**config.mk**
```make
export PLATFORM = sky130hd
export DESIGN_NAME = rr_arbiter_4
export DESIGN_NICKNAME = d
export VERILOG_FILES = /design/src/rtl/rr_arbiter_4.sv
export SDC_FILE = /design/constraint.sdc
export NUM_CORES = 1
export LEC_CHECK = 0
export ABC_AREA = 1
export BUFFER_PORTS_ARGS = -buffer_cell sky130_fd_sc_hd__buf_2
export CORE_ASPECT_RATIO = 1.4
export CORE_MARGIN = 2
export CORE_UTILIZATION = 40
export CTS_CLUSTER_DIAMETER = 60
export DETAILED_ROUTE_END_ITERATION = 6
export PLACE_DENSITY = 0.69
export SLEW_MARGIN = 20
export SYNTH_ARGS = -nofsm -noshare
export SYNTH_HDL_FRONTEND = slang
export SYNTH_HIERARCHICAL = 1
export SYNTH_SLANG_ARGS = --single-unit
```
**constraint.sdc**
```tcl
create_clock -name i_clk -period 4.1 [get_ports i_clk]
set_clock_uncertainty 0.1 [all_clocks]
set_input_delay 0.615 -clock i_clk [delete_from_list [all_inputs] [get_ports i_clk]]
set_output_delay 0.615 -clock i_clk [all_outputs]
set_load 0.02 [all_outputs]
```
**src/rtl/rr_arbiter_4.sv**
```systemverilog
// Four-way round-robin arbiter in front of a shared mux_4 datapath.
// One requester is granted at a time. The registered grant drives the mux
// select, and the chosen word is offered on a single valid/ready channel.
// Optional feature macro: RR_ARBITER_4_BURST_EN. When it is defined, the
// arbiter adds an i_last port and keeps the grant for a whole burst.

module mux_4 #(
    parameter int W = 4
) (
    input  logic [W-1:0] i_d0,
    input  logic [W-1:0] i_d1,
    input  logic [W-1:0] i_d2,
    input  logic [W-1:0] i_d3,
    input  logic [1:0]   i_sel,
    output logic [W-1:0] o_y
);

    // Plain 4:1 word select
    always_comb begin
        unique case (i_sel)
            2'd0:    o_y = i_d0;
            2'd1:    o_y = i_d1;
            2'd2:    o_y = i_d2;
            default: o_y = i_d3;
        endcase
    end

endmodule

module rr_arbiter_4 #(
    parameter int W = 4
) (
    input  logic         i_clk,
    input  logic         i_rst_n,
    input  logic [3:0]   i_req,
    input  logic [W-1:0] i_data0,
    input  logic [W-1:0] i_data1,
    input  logic [W-1:0] i_data2,
    input  logic [W-1:0] i_data3,
    input  logic         i_ready,
`ifdef RR_ARBITER_4_BURST_EN
    input  logic [3:0]   i_last,
`endif
    output logic [3:0]   o_gnt,
    output logic [1:0]   o_sel,
    output logic         o_valid,
    output logic [W-1:0] o_data
);

    typedef enum logic {
        IDLE,
        GRANT
    } state_t;

    state_t     state_q, state_d;
    logic [1:0] ptr_q, ptr_d;
    logic [1:0] sel_q, sel_d;
    logic [3:0] gnt_q, gnt_d;

    logic [2:0] pickIdle;
    logic [2:0] pickNext;
    logic [1:0] selPlusOne;
    logic       xfer;
    logic       release_w;

    // Returns {found, index} for the first set request bit, scanning
    // upward from the start index and wrapping modulo 4.
    function automatic logic [2:0] pick(input logic [3:0] req, input logic [1:0] start);
        logic [2:0] res;
        logic [1:0] idx;
        res = 3'b000;
        for (int k = 0; k < 4; k++) begin
            idx = start + 2'(k);
            if (!res[2] && req[idx]) begin
                res = {1'b1, idx};
            end
        end
        return res;
    endfunction

    assign selPlusOne = sel_q + 2'd1;
    assign pickIdle   = pick(i_req, ptr_q);
    assign pickNext   = pick(i_req, selPlusOne);

    assign o_valid = (state_q == GRANT) & i_req[sel_q];
    assign xfer    = o_valid & i_ready;
    assign o_gnt   = gnt_q;
    assign o_sel   = sel_q;

`ifdef RR_ARBITER_4_BURST_EN
    // A burst keeps the grant until its last word moves or the requester leaves.
    assign release_w = ~i_req[sel_q] | (xfer & i_last[sel_q]);
`else
    // Every transfer, and every withdrawal, gives up the grant.
    assign release_w = ~i_req[sel_q] | xfer;
`endif

    // Next-state, rotate pointer and grant selection
    always_comb begin
        state_d = state_q;
        ptr_d   = ptr_q;
        sel_d   = sel_q;
        gnt_d   = gnt_q;
        unique case (state_q)
            IDLE: begin
                if (pickIdle[2]) begin
                    state_d = GRANT;
                    sel_d   = pickIdle[1:0];
                    gnt_d   = 4'b0001 << pickIdle[1:0];
                end else begin
                    sel_d = 2'b00;
                    gnt_d = 4'b0000;
                end
            end
            GRANT: begin
                if (release_w) begin
                    ptr_d = selPlusOne;
                    if (pickNext[2]) begin
                        sel_d = pickNext[1:0];
                        gnt_d = 4'b0001 << pickNext[1:0];
                    end else begin
                        state_d = IDLE;
                        sel_d   = 2'b00;
                        gnt_d   = 4'b0000;
                    end
                end
            end
            default: begin
                state_d = IDLE;
                sel_d   = 2'b00;
                gnt_d   = 4'b0000;
            end
        endcase
    end

    // State registers; reset drops the grant and restarts priority at 0
    always_ff @(posedge i_clk or negedge i_rst_n) begin
        if (!i_rst_n) begin
            state_q <= IDLE;
            ptr_q   <= 2'b00;
            sel_q   <= 2'b00;
            gnt_q   <= 4'b0000;
        end else begin
            state_q <= state_d;
            ptr_q   <= ptr_d;
            sel_q   <= sel_d;
            gnt_q   <= gnt_d;
        end
    end

    mux_4 #(.W(W)) u_mux (
        .i_d0  (i_data0),
        .i_d1  (i_data1),
        .i_d2  (i_data2),
        .i_d3  (i_data3),
        .i_sel (sel_q),
        .o_y   (o_data)
    );

endmodule
```
; After elaboration in Yosys (flattened, before gate mapping)
; Cells that the tools add are included.
; Widths: inputs -> output; s select.
[totals]
reg_bits = 9
latch_bits = 0
mem_bits_rw = 0
romBits = 0
input_bits = 23
out_inout_bits = 11
wordCells = 83
memories = 0
[op_classes]
n_addsub = 7
multipliers = 0
n_div = 0
magnitude_cmp = 9
eq_ne = 3
n_shift = 2
muxes = 39
bitwise_logic = 5
reduce_logical = 14
[op_table]
columns = cell, count
row1 = $lt 2x3->1 const B, 9
row2 = $mux 3, 8
row3 = $bmux 1 s2, 9
row4 = $mux 1, 12
row5 = $mux 4, 3
row6 = $pmux 4 s3, 1
row7 = $add 2x2->2 const B, 4
row8 = $pmux 4 s2, 1
row9 = $shl 1x2->4 const A, 2
row10 = $add 2x1->2 const B, 3
row11 = $logic_and 1x1->1, 6
row12 = $logic_not 1->1, 6
row13 = $mux 2, 3
row14 = $pmux 2 s2, 1
row15 = $and 1x1->1, 2
row16 = $eq 2x1->1 const B, 1
row17 = $eq 2x2->1 const B, 1
row18 = $logic_not 2->1, 1
row19 = $ne 2x1->1 const B, 1
row20 = $not 1->1, 2
row21 = $pmux 1 s2, 1
row22 = $reduce_and 2->1, 1
row23 = $or 1x1->1, 1

; Depth between registers and ports, before layout
; Gate-level depths: netlist (run 1).
[logic_depth]
ltp_word = 17
depth_mapped = 14
depth_no_buf = 14

; By module
; Netlist (run 1), hierarchy kept.
[by_module_without_submodules]
columns = module, n_inst, cells_each, area_each_um2, seq_area_each_um2
row1 = rr_arbiter_4, 1, 172, 984.7, 225.2
row2 = mux_4, 1, 25, 141.4, 0.0

; Least setup slack after synthesis (run 1)
; Ideal clock, no wire load.
[synth_path]
path_type = reg2out
start = register sel_q[0], in the netlist o_sel[0]
end = output port o_valid
arrival_time_ps = 1287
required_time_ps = 3385
slack_ps = 2098
stages_incl_launch_ff = 7
path_buffers = 0
path_cell_list = dfrtp_1 -> inv_2 -> nand2_1 -> nand2_1 -> o21ai_2 -> inv_1 -> nor2_1
[synth_between]
elab_chain_len = 3
[synth_lines]
columns = element, line_no
row1 = from (decl), 57  ; logic [1:0] sel_q, sel_d;
row2 = from (signal assigned), 146  ; sel_q <= sel_d;
row3 = $bmux 1 s2, 85  ; assign o_valid = (state_q == GRANT) & i_req[sel_q];
row4 = $mux 1 (implied by the code), 85
row5 = $and 1x1->1, 85
row6 = to (decl), 46  ; output logic o_valid,
; No other way between the ends. The select of a mux whose other input is x is not followed.

; Worst setup path after layout (run 1)
; Same ends and word-level chain as after synthesis.

==> summary.txt, run 1 <==
Outcome
  – Status: complete, no violations

Clock network
  – Post-cts hold buffer count: 0
  – CTS tree: done
  – Clk sink count: 9
  – Post_cts resized: 0
  – Clock transition at path regs: 0.07 ns
  – Post-CTS Setup Repair Bufs: 0
  – CTS buffer count: 3
  – Clock root cell: clkbuf_4
  – H-tree Lvls: 1
  – CTS Buffer Depth: 2
  – Later-pin clock latency in the skew report: 0.28 ns

Placement
  – Pre-CTS setup slack: 1.71 ns
  – GPL Wtd Cong: 0.798
  – Post-detail-place hpwl: 2090 um
  – Port Buffer Count: 33

STA
  – Final-report hold violation count: 0
  – Setup TNS after final layout: 0 ns
  – Hold slack final: 0.0677 ns
  – Slew HR: 0.542
  – Setup WS post-layout: 1.41 ns
  – RSZ-0062 raised after global routing: no
  – Final period util: 0.655
  – Tmin final: 2.69 ns
  – Final setup vio count: 0
  – Worst-Margin Slew: 0.687 ns
  – FMAX: 372 MHz
  – Max-slew violations: 0

Floorplan
  – DIE HEIGHT: 66.8 um
  – Initial core utilization: 0.426
  – I/O Pins: 34
  – Total die area: 3260 sq um
  – Die span in x: 48.8 um
  – Core area: 2640 sq um
  – Site row count: 22

Layout
  – Share of cells above drive strength 1: 0.279
  – Number of antenna diodes: 0
  – Area growth syn-to-layout: 16.7%
  – Nets: 253
  – Most common cell after layout, fill and taps aside: nand2_1
  – Most frequent cells in the layout: 96 x nand2_1, 33 x buf_2, 26 x nand3_1

Critical path
  – Buf/Inv on CP: 3
  – R2R cell count: 10
  – CP Launch Point: o_sel[0]
  – Worst setup endpoint: o_valid
  – Crit path required time: 3.38 ns
  – CP Class: reg2out
  – Startpoint Class: flop
  – Critical path depth: 7
  – Sequence of cells on the critical path: inv_2, nand2_1, nand2_1, o21ai_2, inv_1, nor2_1, buf_2
  – Most frequent CP cell: nand2_1
  – CP max stage delay: 0.78 ns
  – Worst reg2reg startpoint: o_sel[0]
  – Worst setup EP type: output pin
  – Reg-to-reg slack, setup: 1.85 ns
  – Reg2reg end: o_gnt[0]
  – Max Fanout on Critical Path: 22
  – Cell family with most CP delay: flip-flops
  – Worst EP arrival: 1.97 ns
  – Worst path slowest cell: dfrtp_1

Synthesis
  – Syn_nets: 220
  – Mapped Avg Cell Area: 5.72 sq um
  – YS warnings: 6
  – Synthesized flop and latch total: 9
  – Cell count after synthesis: 197
  – Synth Cell Area: 1130 sq um
  – Seq/Total Area, Yosys: 0.200
  – Unique cell type count in the Yosys netlist: 20

Detailed routing
  – Routed wire length: 2610 um
  – Drt first pass iters: 4
  – Drt first-iter violations: 26
  – Via/cell ratio: 4.72
  – Via count: 1252
  – Antenna-violating nets left: 0
  – DRC errors left: 0
  – WL/cell: 9.86 um

Pwr
  – Power per cell area: 914 nW/um^2
  – Total power: 1200 uW
  – Peak supply drop: 0.480 mV
  – Leakage power: 0.000777 uW

Run
  – Max-Cap Viols: 0

Global route
  – First-pass GRT wire length: 4570 um
  – Largest net degree at the start of global routing: 23
  – Vias in the first global route: 1100
  – Gr usage total: 0.177
  – Initial antenna violation count: 0
  – Grt ovf: 0

Worst hold path
  – Worst Hold Class: in2async
worst register-to-register path, stage by stage, from the launching register on:
cell and delay, ns:
dfrtp_1 0.78, inv_2 0.22, nand2_1 0.13, nand2_1 0.07
o21ai_2 0.13, inv_1 0.11, or2_4 0.27, nor2_8 0.14
nor2_1 0.07, nand2_1 0.06, nand3_1 0.06
per-layer routing:
metal | share of wire | vias to the layer above | wire (um) | GRT usage
li1 | - | 690 | - | -
met1 | 0.46 | 542 | 1210 | 0.220
met2 | 0.50 | 15 | 1300 | 0.313
met3 | 0.024 | 5 | 62 | 0.0135
met4 | 0.016 | 0 | 42 | 0.0750
met5 | 0 | - | 0 | 0
cell usage after synthesis:
cell / instances / area share
nor2_1: 2 / 0.0067
nor2_4: 2 / 0.020
a21oi_1: 1 / 0.0044
nand4_1: 11 / 0.061
nor2_8: 1 / 0.018
nand3_1: 26 / 0.12
buf_6: 3 / 0.030
nor2_2: 3 / 0.017
o21ai_1: 2 / 0.0089
nand3_4: 1 / 0.016
or2_4: 1 / 0.0078
o21ai_0: 3 / 0.013
dfrtp_1: 9 / 0.20
buf_4: 2 / 0.013
nand3_2: 2 / 0.018
o21ai_2: 1 / 0.0078
nand2_2: 9 / 0.050
inv_2: 8 / 0.027
inv_1: 14 / 0.047
nand2_1: 96 / 0.32
cell families (layout without fill, tap and decap cells):
family | after synthesis | after routing | synth area share
buf+inv | 27 | 59 | 0.117
simple gates | 154 | 154 | 0.649
flops | 9 | 9 | 0.200
compound gates | 7 | 7 | 0.0344
sequential cells by signal (all words and copies together), names as in the netlist:
name / flops
o_sel: 2
state_q: 1
o_gnt: 4
ptr_q: 2
area by class of cell:
type	instances	area (sq um)
inverters	22	82.6
multi-input cells	161	769
clock buffers	4	26.3
repair buffers	33	165
flip-flops and latches	9	225
fillers	295	1330
well taps	36	45.0
how the worst min path moves through the flow:
stage	to	start	depth (start not counted)	slack (ns)
after floorplan	o_gnt[0]	i_rst_n	0	0.22
after global placement	o_gnt[2]	o_gnt[2]	2	0.36
after detailed placement	o_gnt[2]	o_gnt[2]	2	0.36
after CTS	o_gnt[0]	i_rst_n	1	0.08
after global routing	o_gnt[0]	i_rst_n	1	0.08
final	o_gnt[0]	i_rst_n	1	0.07
through the flow:
| step | cell area [sq um] | utilization | instances |
|---|---|---|---|
| finish | 1310 | 0.497 | 265 |
| global route | 1310 | 0.497 | 265 |
| CTS | 1310 | 0.497 | 265 |
| detailed placement | 1290 | 0.487 | 261 |
| global placement | 1290 | 0.487 | 261 |
| floorplan | 1130 | - | 197 |
power breakdown:
group	switching, uW	leakage (uW)	internal [uW]	total, uW
Clock	34.7	0.0000150	37.6	72.3
Combinational	597	0.000652	307	903
Sequential	95.8	0.000110	129	225
No activity file was read; power rests on OpenSTA's default activity.
==> inputs of run 2 (changes only) <==
- PLACE_DENSITY: 0.69 -> 0.71
- clock period: 4.1 -> 2.21 ns (I/O delays scaled with it)
==> summary.txt, run 2 (synthesis results as in run 1) <==
Floorplan
  – Total die area: 3260 sq um (unchanged)
  – Core area: 2640 sq um (unchanged)
  – Site row count: 22 (unchanged)
  – I/O Pins: 34 (unchanged)
  – Initial core utilization: 0.426 (unchanged)
  – DIE HEIGHT: 66.8 um (unchanged)
  – Die span in x: 48.8 um (unchanged)

Global route
  – Largest net degree at the start of global routing: 14 (-39%)
  – First-pass GRT wire length: 4590 um (+0.46%)
  – Vias in the first global route: 1118 (+1.6%)
  – Met2 GRT Util: 0.320 (+0.00685)
  – Gr usage total: 0.179 (+0.00240)
  – Met1 usage: 0.209 (-0.0111)
  – Grt ovf: 0 (unchanged)
  – Grt peak-use layer: met2
  – Initial antenna violation count: 0 (unchanged)
  – Met3 GRT Util: 0.0179 (+0.00448)

STA
  – Setup TNS after final layout: 0 ns (unchanged)
  – Max-slew violations: 0 (unchanged)
  – Final-report hold violation count: 0 (unchanged)
  – FMAX: 492 MHz
  – RSZ-0062 raised after global routing: no
  – Final period util: 0.920
  – Final setup vio count: 0 (unchanged)
  – Worst-Margin Slew: 0.341 ns (-0.346 ns)
  – Tmin final: 2.03 ns
  – Slew HR: 0.772 (+0.230)

Clock network
  – CTS buffer count: 3 (unchanged)
  – H-tree Lvls: 1 (unchanged)
  – Clk sink count: 9 (unchanged)
  – CTS tree: done
  – Later-pin clock latency in the skew report: 0.26 ns (-0.02 ns)
  – CTS Buffer Depth: 2 (unchanged)
  – Clock root cell: clkbuf_4
  – Clock transition at path regs: 0.06 ns (about the same)

Placement
  – Post-placement cell area: 1300 sq um (+1.2%)
  – Port Buffer Count: 33 (unchanged)
  – Post-detail-place hpwl: 2210 um (+6.1%)
  – GPL Wtd Cong: 0.830 (+4.0%)

Critical path
  – Worst setup EP type: output pin
  – CP Class: reg2out
  – CP Launch Point: o_sel[0]
  – Crit path required time: 1.78 ns (-1.60 ns)
  – Max Fanout on Critical Path: 10 (-55%)
  – Worst EP arrival: 1.60 ns (-0.37 ns)
  – CP max stage delay: 0.51 ns (-0.27 ns)
  – Worst path slowest cell: dfrtp_1
  – Startpoint Class: flop
  – Worst reg2reg startpoint: ptr_q[0]
  – Sequence of cells on the critical path: inv_2, nand2_1, nand3_1, o21ai_2, inv_1, nor2_1, buf_2

Pwr
  – Peak supply drop: 0.757 mV (+58%)
  – Leakage power: 0.000791 uW (+1.8%)
  – Power per cell area: 1690 nW/um^2 (+85%)

Detailed routing
  – Antenna-violating nets left: 0 (unchanged)
  – Routed wire length: 2770 um (+5.9%)
  – Via count: 1313 (+4.9%)
  – WL/cell: 10.3 um (+4.7%)
  – Drt first-iter violations: 40 (+54%)
  – Via/cell ratio: 4.90 (+3.7%)
  – Drt first pass iters: 4 (unchanged)
  – DRC errors left: 0 (unchanged)

Worst hold path
  – Worst Hold Class: in2async

Layout
  – Area growth syn-to-layout: 18.9%
  – Share of cells above drive strength 1: 0.284 (+0.00501)
  – Number of antenna diodes: 0 (unchanged)
  – Nets: 256 (+1.2%)
  – Final Cell Area: 1340 sq um (+1.9%)
  – Most common cell after layout, fill and taps aside: nand2_1
  – Max FFs per register: 4 (unchanged)
  – Most frequent cells in the layout: 96 x nand2_1, 33 x buf_2, 26 x nand3_1

Run
  – Max-Cap Viols: 0 (unchanged)

Outcome
  – Status: complete, no violations
[run 2: cell count changes in the layout (fill, tap and decap cells not counted), sizes merged]
cell / before / now
buf: 33 / 35
dlygate4sd3: 0 / 1
[run 2: area by class of cell]
class	count	area, sq um
Timing Repair Buffer	36	190
Multi-Input combinational cell	161	769
Sequential cell	9	225
Inverter	22	82.6
Tap cell	36	45.0
Clock buffer	4	26.3
Fill cell	297	1300
[run 2: worst max-delay path, delay by kind of cell, from the launching register on]
| kind | cells | cell delay, ns |
|---|---|---|
| AO/OA/AOI/OAI | 1 | 0.08 |
| flip-flops | 1 | 0.51 |
| AND/OR/NAND/NOR | 3 | 0.31 |
| buffers and inverters | 3 | 0.42 |
[run 2: worst paths after layout]
check	end	slack (ns)	depth (start not counted)
min in group i_clk	o_gnt[3]	0.37	5
max in group asynchronous	o_sel[0]	1.47	2
max	o_valid	0.18	7
min	o_gnt[2]	0.35	2
min reg2reg	o_gnt[3]	0.37	2
max reg2reg	o_gnt[1]	0.30	13
[run 2: report_power, final]
| part | total, uW | switching, uW | internal [uW] |
|---|---|---|---|
| logic | 1780 | 1190 | 592 |
| registers | 351 | 110 | 241 |
| clock network | 128 | 58.8 | 69.7 |
| total | 2260 | 1360 | 903 |
[run 2: what timing repair did]
item	4_1_cts	5_1_grt
endpoints found under the hold margin	9	0
buffers inserted	0	0
gates resized for setup	0	0
hold buffers	1	0
[run 2: per-layer routing]
layer / wire [um] / vias to the layer above / part of all wire
met5: 0 / - / 0
met4: 79 / 0 / 0.029
met3: 91 / 10 / 0.033
met2: 1370 / 28 / 0.49
met1: 1230 / 571 / 0.44
li1: - / 704 / -
[run 2: per-stage QoR]
step | cells | setup slack [ns] | util | hold slack (ns) | total power [uW]
floorplan | 197 | 0.446 | - | -0.0641 | 1800
finish | 268 | 0.178 | 0.507 | 0.353 | 2260
detailed placement | 263 | 0.334 | 0.493 | 0.0964 | 2130
CTS | 268 | 0.172 | 0.507 | 0.345 | 2280
global route | 268 | 0.00841 | 0.507 | 0.368 | 2550
global placement | 263 | 0.312 | 0.493 | 0.0953 | 2140
